$ cat config.mk
export PLATFORM = sky130hd
export DESIGN_NAME = interp_span_sched
export DESIGN_NICKNAME = d
export VERILOG_FILES = /design/src/rtl/interp_span_sched.sv
export SDC_FILE = /design/constraint.sdc
export NUM_CORES = 1
export LEC_CHECK = 0
export ABC_AREA = 1
export BUFFER_PORTS_ARGS = -buffer_cell sky130_fd_sc_hd__buf_2
export CAP_MARGIN = 40
export CORE_MARGIN = 3
export CORE_UTILIZATION = 45
export DETAILED_ROUTE_END_ITERATION = 8
export GPL_ROUTABILITY_DRIVEN = 0
export PLACE_DENSITY_LB_ADDON = 0.25
export SLEW_MARGIN = 20
export SYNTH_ARGS = -nofsm -noshare
export SYNTH_HDL_FRONTEND = slang
export SYNTH_SLANG_ARGS = --single-unit
$ cat constraint.sdc
create_clock -name clk -period 2.3 [get_ports clk]
set_clock_uncertainty 0.15 [all_clocks]
set_input_delay 0.115 -clock clk [delete_from_list [all_inputs] [get_ports clk]]
set_output_delay 0.115 -clock clk [all_outputs]
set_load 0.01 [all_outputs]
$ cat src/rtl/interp_span_sched.sv
// interp_span_sched
// Span sequencer for the perspective-correct attribute interpolator.
// It takes one span descriptor at a time and steps it pixel by pixel. It
// issues one interpolator request per pixel, with at most MAX_OUT requests
// outstanding. Each returning result is tagged with its pixel x and an
// end-of-span flag.
//
// Ports:
//   clk, rst_n                  clock, asynchronous active-low reset
//   span_valid / span_ready     descriptor handshake
//   span_x0, span_len           first pixel x, pixel count (0 allowed)
//   span_v, span_q              start v/w and 1/w
//   span_dv, span_dq            per-pixel gradients
//   ip_in_valid / ip_in_ready   request handshake to the interpolator
//   ip_init_v, ip_init_q        request base values
//   ip_dv_dx, ip_dq_dx          request gradients
//   ip_out_valid / ip_out_ready result handshake from the interpolator
//   ip_interp_v                 interpolated result
//   pix_valid / pix_ready       tagged result handshake to the fragment stage
//   pix_x, pix_v, pix_last      pixel x, result value, final-pixel flag
//   busy                        sequencer not idle
module interp_span_sched #(
  parameter int WIDTH   = 32,
  parameter int XW      = 12,
  parameter int LENW    = 12,
  parameter int MAX_OUT = 4
) (
  input  logic             clk,
  input  logic             rst_n,
  input  logic             span_valid,
  output logic             span_ready,
  input  logic [XW-1:0]    span_x0,
  input  logic [LENW-1:0]  span_len,
  input  logic [WIDTH-1:0] span_v,
  input  logic [WIDTH-1:0] span_q,
  input  logic [WIDTH-1:0] span_dv,
  input  logic [WIDTH-1:0] span_dq,
  output logic             ip_in_valid,
  input  logic             ip_in_ready,
  output logic [WIDTH-1:0] ip_init_v,
  output logic [WIDTH-1:0] ip_init_q,
  output logic [WIDTH-1:0] ip_dv_dx,
  output logic [WIDTH-1:0] ip_dq_dx,
  input  logic             ip_out_valid,
  output logic             ip_out_ready,
  input  logic [WIDTH-1:0] ip_interp_v,
  output logic             pix_valid,
  input  logic             pix_ready,
  output logic [XW-1:0]    pix_x,
  output logic [WIDTH-1:0] pix_v,
  output logic             pix_last,
  output logic             busy
);

  localparam int CW = $clog2(MAX_OUT + 1);
  localparam int PW = (MAX_OUT > 1) ? $clog2(MAX_OUT) : 1;

  localparam logic [CW-1:0]   CNT_ZERO = {CW{1'b0}};
  localparam logic [CW-1:0]   CNT_ONE  = {{(CW-1){1'b0}}, 1'b1};
  localparam logic [CW-1:0]   CNT_MAX  = CW'(MAX_OUT);
  localparam logic [PW-1:0]   PTR_ZERO = {PW{1'b0}};
  localparam logic [PW-1:0]   PTR_ONE  = {{(PW-1){1'b0}}, 1'b1};
  localparam logic [PW-1:0]   PTR_LAST = PW'(MAX_OUT - 1);
  localparam logic [LENW-1:0] LEN_ZERO = {LENW{1'b0}};
  localparam logic [LENW-1:0] LEN_ONE  = {{(LENW-1){1'b0}}, 1'b1};
  localparam logic [XW-1:0]   X_ZERO   = {XW{1'b0}};
  localparam logic [XW-1:0]   X_ONE    = {{(XW-1){1'b0}}, 1'b1};
  localparam logic [WIDTH-1:0] W_ZERO  = {WIDTH{1'b0}};

  typedef enum logic [1:0] {
    S_IDLE  = 2'd0,
    S_ISSUE = 2'd1,
    S_DRAIN = 2'd2
  } state_e;

  state_e           state_q, state_d;
  logic [CW-1:0]    cnt_q, cnt_d;
  logic [WIDTH-1:0] acc_v_q, acc_v_d;
  logic [WIDTH-1:0] acc_q_q, acc_q_d;
  logic [WIDTH-1:0] dv_q, dv_d;
  logic [WIDTH-1:0] dq_q, dq_d;
  logic [XW-1:0]    x_q, x_d;
  logic [LENW-1:0]  rem_q, rem_d;
  logic [PW-1:0]    wr_ptr_q, wr_ptr_d;
  logic [PW-1:0]    rd_ptr_q, rd_ptr_d;
  logic [XW-1:0]    tag_x_q    [MAX_OUT];
  logic [XW-1:0]    tag_x_d    [MAX_OUT];
  logic             tag_last_q [MAX_OUT];
  logic             tag_last_d [MAX_OUT];

  logic fifo_nonempty;
  logic credit_ok;
  logic issue_fire;
  logic pix_fire;
  logic span_fire;

  // Circular pointer advance over MAX_OUT entries (depth need not be a power of two).
  function automatic logic [PW-1:0] ptr_next(input logic [PW-1:0] p);
    if (p == PTR_LAST) begin
      return PTR_ZERO;
    end else begin
      return p + PTR_ONE;
    end
  endfunction

  // Handshake qualifiers. The FIFO fill always equals the outstanding count,
  // so the count doubles as the FIFO occupancy.
  always_comb begin
    fifo_nonempty = (cnt_q != CNT_ZERO);
    credit_ok     = (cnt_q < CNT_MAX);
    issue_fire    = (state_q == S_ISSUE) && credit_ok && ip_in_ready;
    pix_fire      = ip_out_valid && fifo_nonempty && pix_ready;
    span_fire     = span_valid && (state_q == S_IDLE);
  end

  // Outstanding-request counter: an issue and a return in the same cycle cancel.
  always_comb begin
    cnt_d = cnt_q;
    case ({issue_fire, pix_fire})
      2'b10:   cnt_d = cnt_q + CNT_ONE;
      2'b01:   cnt_d = cnt_q - CNT_ONE;
      default: cnt_d = cnt_q;
    endcase
  end

  // Tag FIFO: push {x, last} on issue, pop on the downstream handshake.
  always_comb begin
    tag_x_d    = tag_x_q;
    tag_last_d = tag_last_q;
    wr_ptr_d   = wr_ptr_q;
    rd_ptr_d   = rd_ptr_q;
    if (issue_fire) begin
      tag_x_d[wr_ptr_q]    = x_q;
      tag_last_d[wr_ptr_q] = (rem_q == LEN_ONE);
      wr_ptr_d             = ptr_next(wr_ptr_q);
    end else begin
      wr_ptr_d = wr_ptr_q;
    end
    if (pix_fire) begin
      rd_ptr_d = ptr_next(rd_ptr_q);
    end else begin
      rd_ptr_d = rd_ptr_q;
    end
  end

  // Sequencer next state. The accumulators start one gradient behind because
  // the interpolator adds the gradient to the base it receives.
  always_comb begin
    state_d = state_q;
    acc_v_d = acc_v_q;
    acc_q_d = acc_q_q;
    dv_d    = dv_q;
    dq_d    = dq_q;
    x_d     = x_q;
    rem_d   = rem_q;
    case (state_q)
      S_IDLE: begin
        if (span_fire && (span_len != LEN_ZERO)) begin
          acc_v_d = span_v - span_dv;
          acc_q_d = span_q - span_dq;
          dv_d    = span_dv;
          dq_d    = span_dq;
          x_d     = span_x0;
          rem_d   = span_len;
          state_d = S_ISSUE;
        end else begin
          state_d = S_IDLE;
        end
      end
      S_ISSUE: begin
        if (issue_fire) begin
          acc_v_d = acc_v_q + dv_q;
          acc_q_d = acc_q_q + dq_q;
          x_d     = x_q + X_ONE;
          rem_d   = rem_q - LEN_ONE;
          if (rem_q == LEN_ONE) begin
            state_d = S_DRAIN;
          end else begin
            state_d = S_ISSUE;
          end
        end else begin
          state_d = S_ISSUE;
        end
      end
      S_DRAIN: begin
        if (cnt_d == CNT_ZERO) begin
          state_d = S_IDLE;
        end else begin
          state_d = S_DRAIN;
        end
      end
      default: begin
        state_d = S_IDLE;
      end
    endcase
  end

  // State and datapath registers.
  always_ff @(posedge clk or negedge rst_n) begin
    if (!rst_n) begin
      state_q  <= S_IDLE;
      cnt_q    <= CNT_ZERO;
      acc_v_q  <= W_ZERO;
      acc_q_q  <= W_ZERO;
      dv_q     <= W_ZERO;
      dq_q     <= W_ZERO;
      x_q      <= X_ZERO;
      rem_q    <= LEN_ZERO;
      wr_ptr_q <= PTR_ZERO;
      rd_ptr_q <= PTR_ZERO;
    end else begin
      state_q  <= state_d;
      cnt_q    <= cnt_d;
      acc_v_q  <= acc_v_d;
      acc_q_q  <= acc_q_d;
      dv_q     <= dv_d;
      dq_q     <= dq_d;
      x_q      <= x_d;
      rem_q    <= rem_d;
      wr_ptr_q <= wr_ptr_d;
      rd_ptr_q <= rd_ptr_d;
    end
  end

  // Tag FIFO storage.
  always_ff @(posedge clk or negedge rst_n) begin
    if (!rst_n) begin
      for (int i = 0; i < MAX_OUT; i++) begin
        tag_x_q[i]    <= X_ZERO;
        tag_last_q[i] <= 1'b0;
      end
    end else begin
      for (int i = 0; i < MAX_OUT; i++) begin
        tag_x_q[i]    <= tag_x_d[i];
        tag_last_q[i] <= tag_last_d[i];
      end
    end
  end

  // Outputs. The return path is deliberately combinational (zero latency);
  // everything else comes straight from registers.
  always_comb begin
    span_ready   = (state_q == S_IDLE);
    busy         = (state_q != S_IDLE);
    ip_in_valid  = (state_q == S_ISSUE) && credit_ok;
    ip_init_v    = acc_v_q;
    ip_init_q    = acc_q_q;
    ip_dv_dx     = dv_q;
    ip_dq_dx     = dq_q;
    pix_valid    = ip_out_valid && fifo_nonempty;
    ip_out_ready = pix_ready && fifo_nonempty;
    pix_x        = tag_x_q[rd_ptr_q];
    pix_last     = tag_last_q[rd_ptr_q] && fifo_nonempty;
    pix_v        = ip_interp_v;
  end

endmodule

==> out/metrics.yaml <==
outcome:
  status: "completed"
power:
  net-switching-power_uw: 17200
  switching_share: 0.505
  cellPowerDensity_mw_per_mm2: 1390
  vdd.ir_drop.worst_uv: 767
  p_seq_frac: 0.214
  internal_power_uw: 16900
  power.total_uw: 34100
  power.static_leakage_uw: 0.0141
  clock_power_share: 0.133
  comb_power_share: 0.653
cells_and_area:
  n_antenna_cell: 0
  drive_gt1_frac: 0.155
  fillers: 4094
  final_net_count: 3989
  area.growth.synth_to_final_pct: 27.1
detailed_routing:
  remaining_drc_errors: 0
  drtPass1Iterations: 5
  routed_wl_um: 64600
  detail_route.iter0.violations: 1705
  drt.antenna.violating_nets: 0
  post_drt_wl_per_cell_um: 15.3
  avgViaCountPerCell: 4.99
  vias: 21100
worst_setup_path:
  cp_data_arrival_time_ps: 2550
  timing.rr.start: "state_q[0]$_DFF_PN0_"
  timing.reg2reg.worst_path_depth: 13
  critical_path.endpoint_type: "flop"
  critPathRequiredTime_ps: 2590
  worstSetupPathType: "flop to flop"
  worstReg2RegEnd: "state_q[1]$_DFF_PN0_"
  cp_max_fo: 3
  start_kind: "flop"
  reg2reg_slack_ps: 40
logic_synthesis:
  synthTopCellsByCount: "nand2_1 (1232), inv_1 (562), nor2_1 (246)"
  synthDominantAreaCellType: "dfrtp_1"
  yosys_warnings: 0
  yosys-top-cells-area: "dfrtp_1 (28%), nand2_1 (24%), inv_1 (11%)"
  seq_area_frac_synth: 0.276
  netlist.area_leader.share: 0.276
  avgSynthCellArea_um2: 6.01
  asyncSetResetFlopFracSynth: 1.00
  mappedNetlistNets: 3536
  synth_cells: 3208
  synthMostInstantiatedCell: "nand2_1"
  synth.ff_latch_count: 213
  synth_area_mm2: 0.0193
  ys.flop_type: "dfrtp_1"
  yosys.cell_types.count: 42
  synth_enable_flop_cells: 0
clock_tree:
  cts-buffers-inserted: 27
  cts-htree-levels: 1
  cts.reportedPaths.clkPinSlew_ps: 60
  clock_buffer_depth: 3
  cts_tree: "yes"
  clkSinkCount: 213
  clock_tree.root_cell: "clkbuf_16"
  clk_latency_ps: 580
die:
  floorplan.io_pins: 368
  initial_standard_cell_utilization_of_the_core: 0.458
  die_w_um: 213
  core.rowCount: 75
  dieArea_mm2: 0.0454
  core_region_area_mm2: 0.0421
  chipHeight_um: 213
placed_design:
  number_of_port_buffers: 303
  dpl.hpwl_um: 48500
  detailedPlace.worstSlack_ps: 4.55
timing:
  final.period_utilization: 0.985
  setup_slack_ps: 35.6
  rsz0062_at_grt: "true"
  timing_worst_slew_pin_value_ps: 577
  finalWorstPathRequiredPeriod_ps: 2260
  timing.fmax_mhz: 442
  setup_viol: 0
  setup_total_negative_slack_ps: 0
  final-hold-violation-count: 0
  final_report_max_slew_violation_count: 0
  slew_headroom: 0.615
job:
  max-cap-violations: 0
worst_hold_path:
  hold-path-endpoint: "ip_init_v[23]$_DFFE_PN0P_"
  hold_path_depth: 7
  worstHoldStart: "span_v[23]"
  worst_hold_path_type: "input pin to flop"
grt:
  antenna_violations_before_repair: 0
  grt_start_max_net_pins: 101
  grt_pass1_wl_um: 100000
  global_route.overflow_total: 0
  vias_in_the_first_global_route: 19100
  grtUsageTotal: 0.274
-- kinds of logic (layout without fill, tap and decap cells) --
family | Yosys count | after routing | synth area share
xor gates and xnor gates | 16 | 16 | 0.00726
and+or+nand+nor | 1764 | 1764 | 0.369
DFF | 213 | 213 | 0.276
buffers and inverters | 663 | 1134 | 0.141
muxes | 4 | 4 | 0.00233
adders and majority gates | 138 | 138 | 0.0914
AOI/OAI and AO/OA | 410 | 410 | 0.113
-- critical path, cell delays in order (launching register included) --
cell and delay, ps:
dfrtp_1 400, inv_2 70, nor2_4 40, inv_4 70
nor2_4 40, nand2_2 80, ha_4 130, inv_2 50
fa_2 370, a21oi_2 130, o21ai_1 80, xnor2_1 150
o31ai_1 270, a22oi_1 100
-- power groups by stage --
| stage | combinational, µW | sequential (µW) | clock, µW |
|---|---|---|---|
| after floorplan | 13700 | 7220 | 0 |
| after global placement | 20500 | 7060 | 0 |
| after detailed placement | 20600 | 7080 | 0 |
| after CTS | 20900 | 7040 | 4620 |
| after global routing | 25100 | 7480 | 4770 |
| final | 22300 | 7280 | 4540 |
-- layout make-up --
type / instances / area [µm²] / area share
clock buffers: 34 / 742 / 0.0302
clock inverters: 13 / 185 / 0.00755
well taps: 539 / 674 / 0.0275
inverters: 565 / 2130 / 0.0868
multi-input cells: 2332 / 11800 / 0.482
flip-flops and latches: 213 / 5330 / 0.217
repair buffers: 522 / 3640 / 0.148
-- stage by stage --
stage | cell area [µm²] | hold slack [ps] | util | std cells
after global routing | 24500 | 18.9 | 0.582 | 4218
after CTS | 23900 | 5.50 | 0.568 | 4215
after global placement | 21700 | -10.8 | 0.515 | 4039
final | 24500 | 29.7 | 0.582 | 4218
after detailed placement | 21700 | -8.38 | 0.515 | 4039
after floorplan | 19300 | -331 | - | 3208
-- placed cells by master, fill, tap and decap left out, types with 5 or more instances in the layout --
cell type / n
o21bai_1: 10
o21ai_0: 195
a21oi_2: 6
a31oi_1: 25
o22ai_1: 17
nand3_1: 188
o211ai_1: 6
a21oi_1: 120
nand3b_1: 16
nor2_2: 12
xor2_1: 12
buf_12: 10
buf_4: 80
ha_1: 101
and3_1: 6
dlygate4sd3_1: 128
inv_2: 7
ha_4: 28
nand3_2: 11
inv_1: 555
nand2_4: 6
clkbuf_16: 27
o21ai_1: 22
buf_2: 302
clkinv_2: 6
nor4_1: 5
nor2_1: 232
or2_2: 12
nand2_1: 1208
nand2_2: 25
dfrtp_1: 211
nor3_1: 17
nand4_1: 14
-- worst max-delay path by stage --
stage / startpoint / endpoint / slack [ps] / cells after the start
after floorplan: cnt_q[2]$_DFF_PN0_ / state_q[1]$_DFF_PN0_ / 50 / 12
after global placement: ip_dv_dx[8]$_DFFE_PN0P_ / ip_init_v[25]$_DFFE_PN0P_ / 20 / 12
after detailed placement: span_q[0] / ip_init_q[22]$_DFFE_PN0P_ / 5 / 17
after CTS: state_q[0]$_DFF_PN0_ / state_q[1]$_DFF_PN0_ / 10 / 13
after global routing: state_q[0]$_DFF_PN0_ / state_q[1]$_DFF_PN0_ / -60 / 13
final: state_q[0]$_DFF_PN0_ / state_q[1]$_DFF_PN0_ / 40 / 13
-- flip-flops by register name (all words and copies together) (netlist names) --
register,flops
tag_x_q,48
cnt_q,3
ip_init_q,32
tag_last_q,4
rd_ptr_q,2
rem_q,12
wr_ptr_q,2
x_q,12
ip_dv_dx,32
ip_init_v,32
ip_dq_dx,32
state_q,2
-- what timing repair did --
action                                  in CTS  in global routing
pin swaps                                    0                  9
endpoints found under the setup margin       1                 46
resized for setup                            1                110
endpoints found under the hold margin      342                  0
setup buffers                                0                  3
gates cloned                                 0                  0
hold buffers                               129                  0
-- per-layer routing --
metal | GRT usage | share of wire | vias to the layer above
li1 | - | - | 10900
met1 | 0.381 | 0.46 | 9395
met2 | 0.445 | 0.45 | 661
met3 | 0.0378 | 0.063 | 117
met4 | 0.0796 | 0.032 | 0
met5 | 0 | 0 | -
Note: power is estimated with default switching activity, not from simulation.
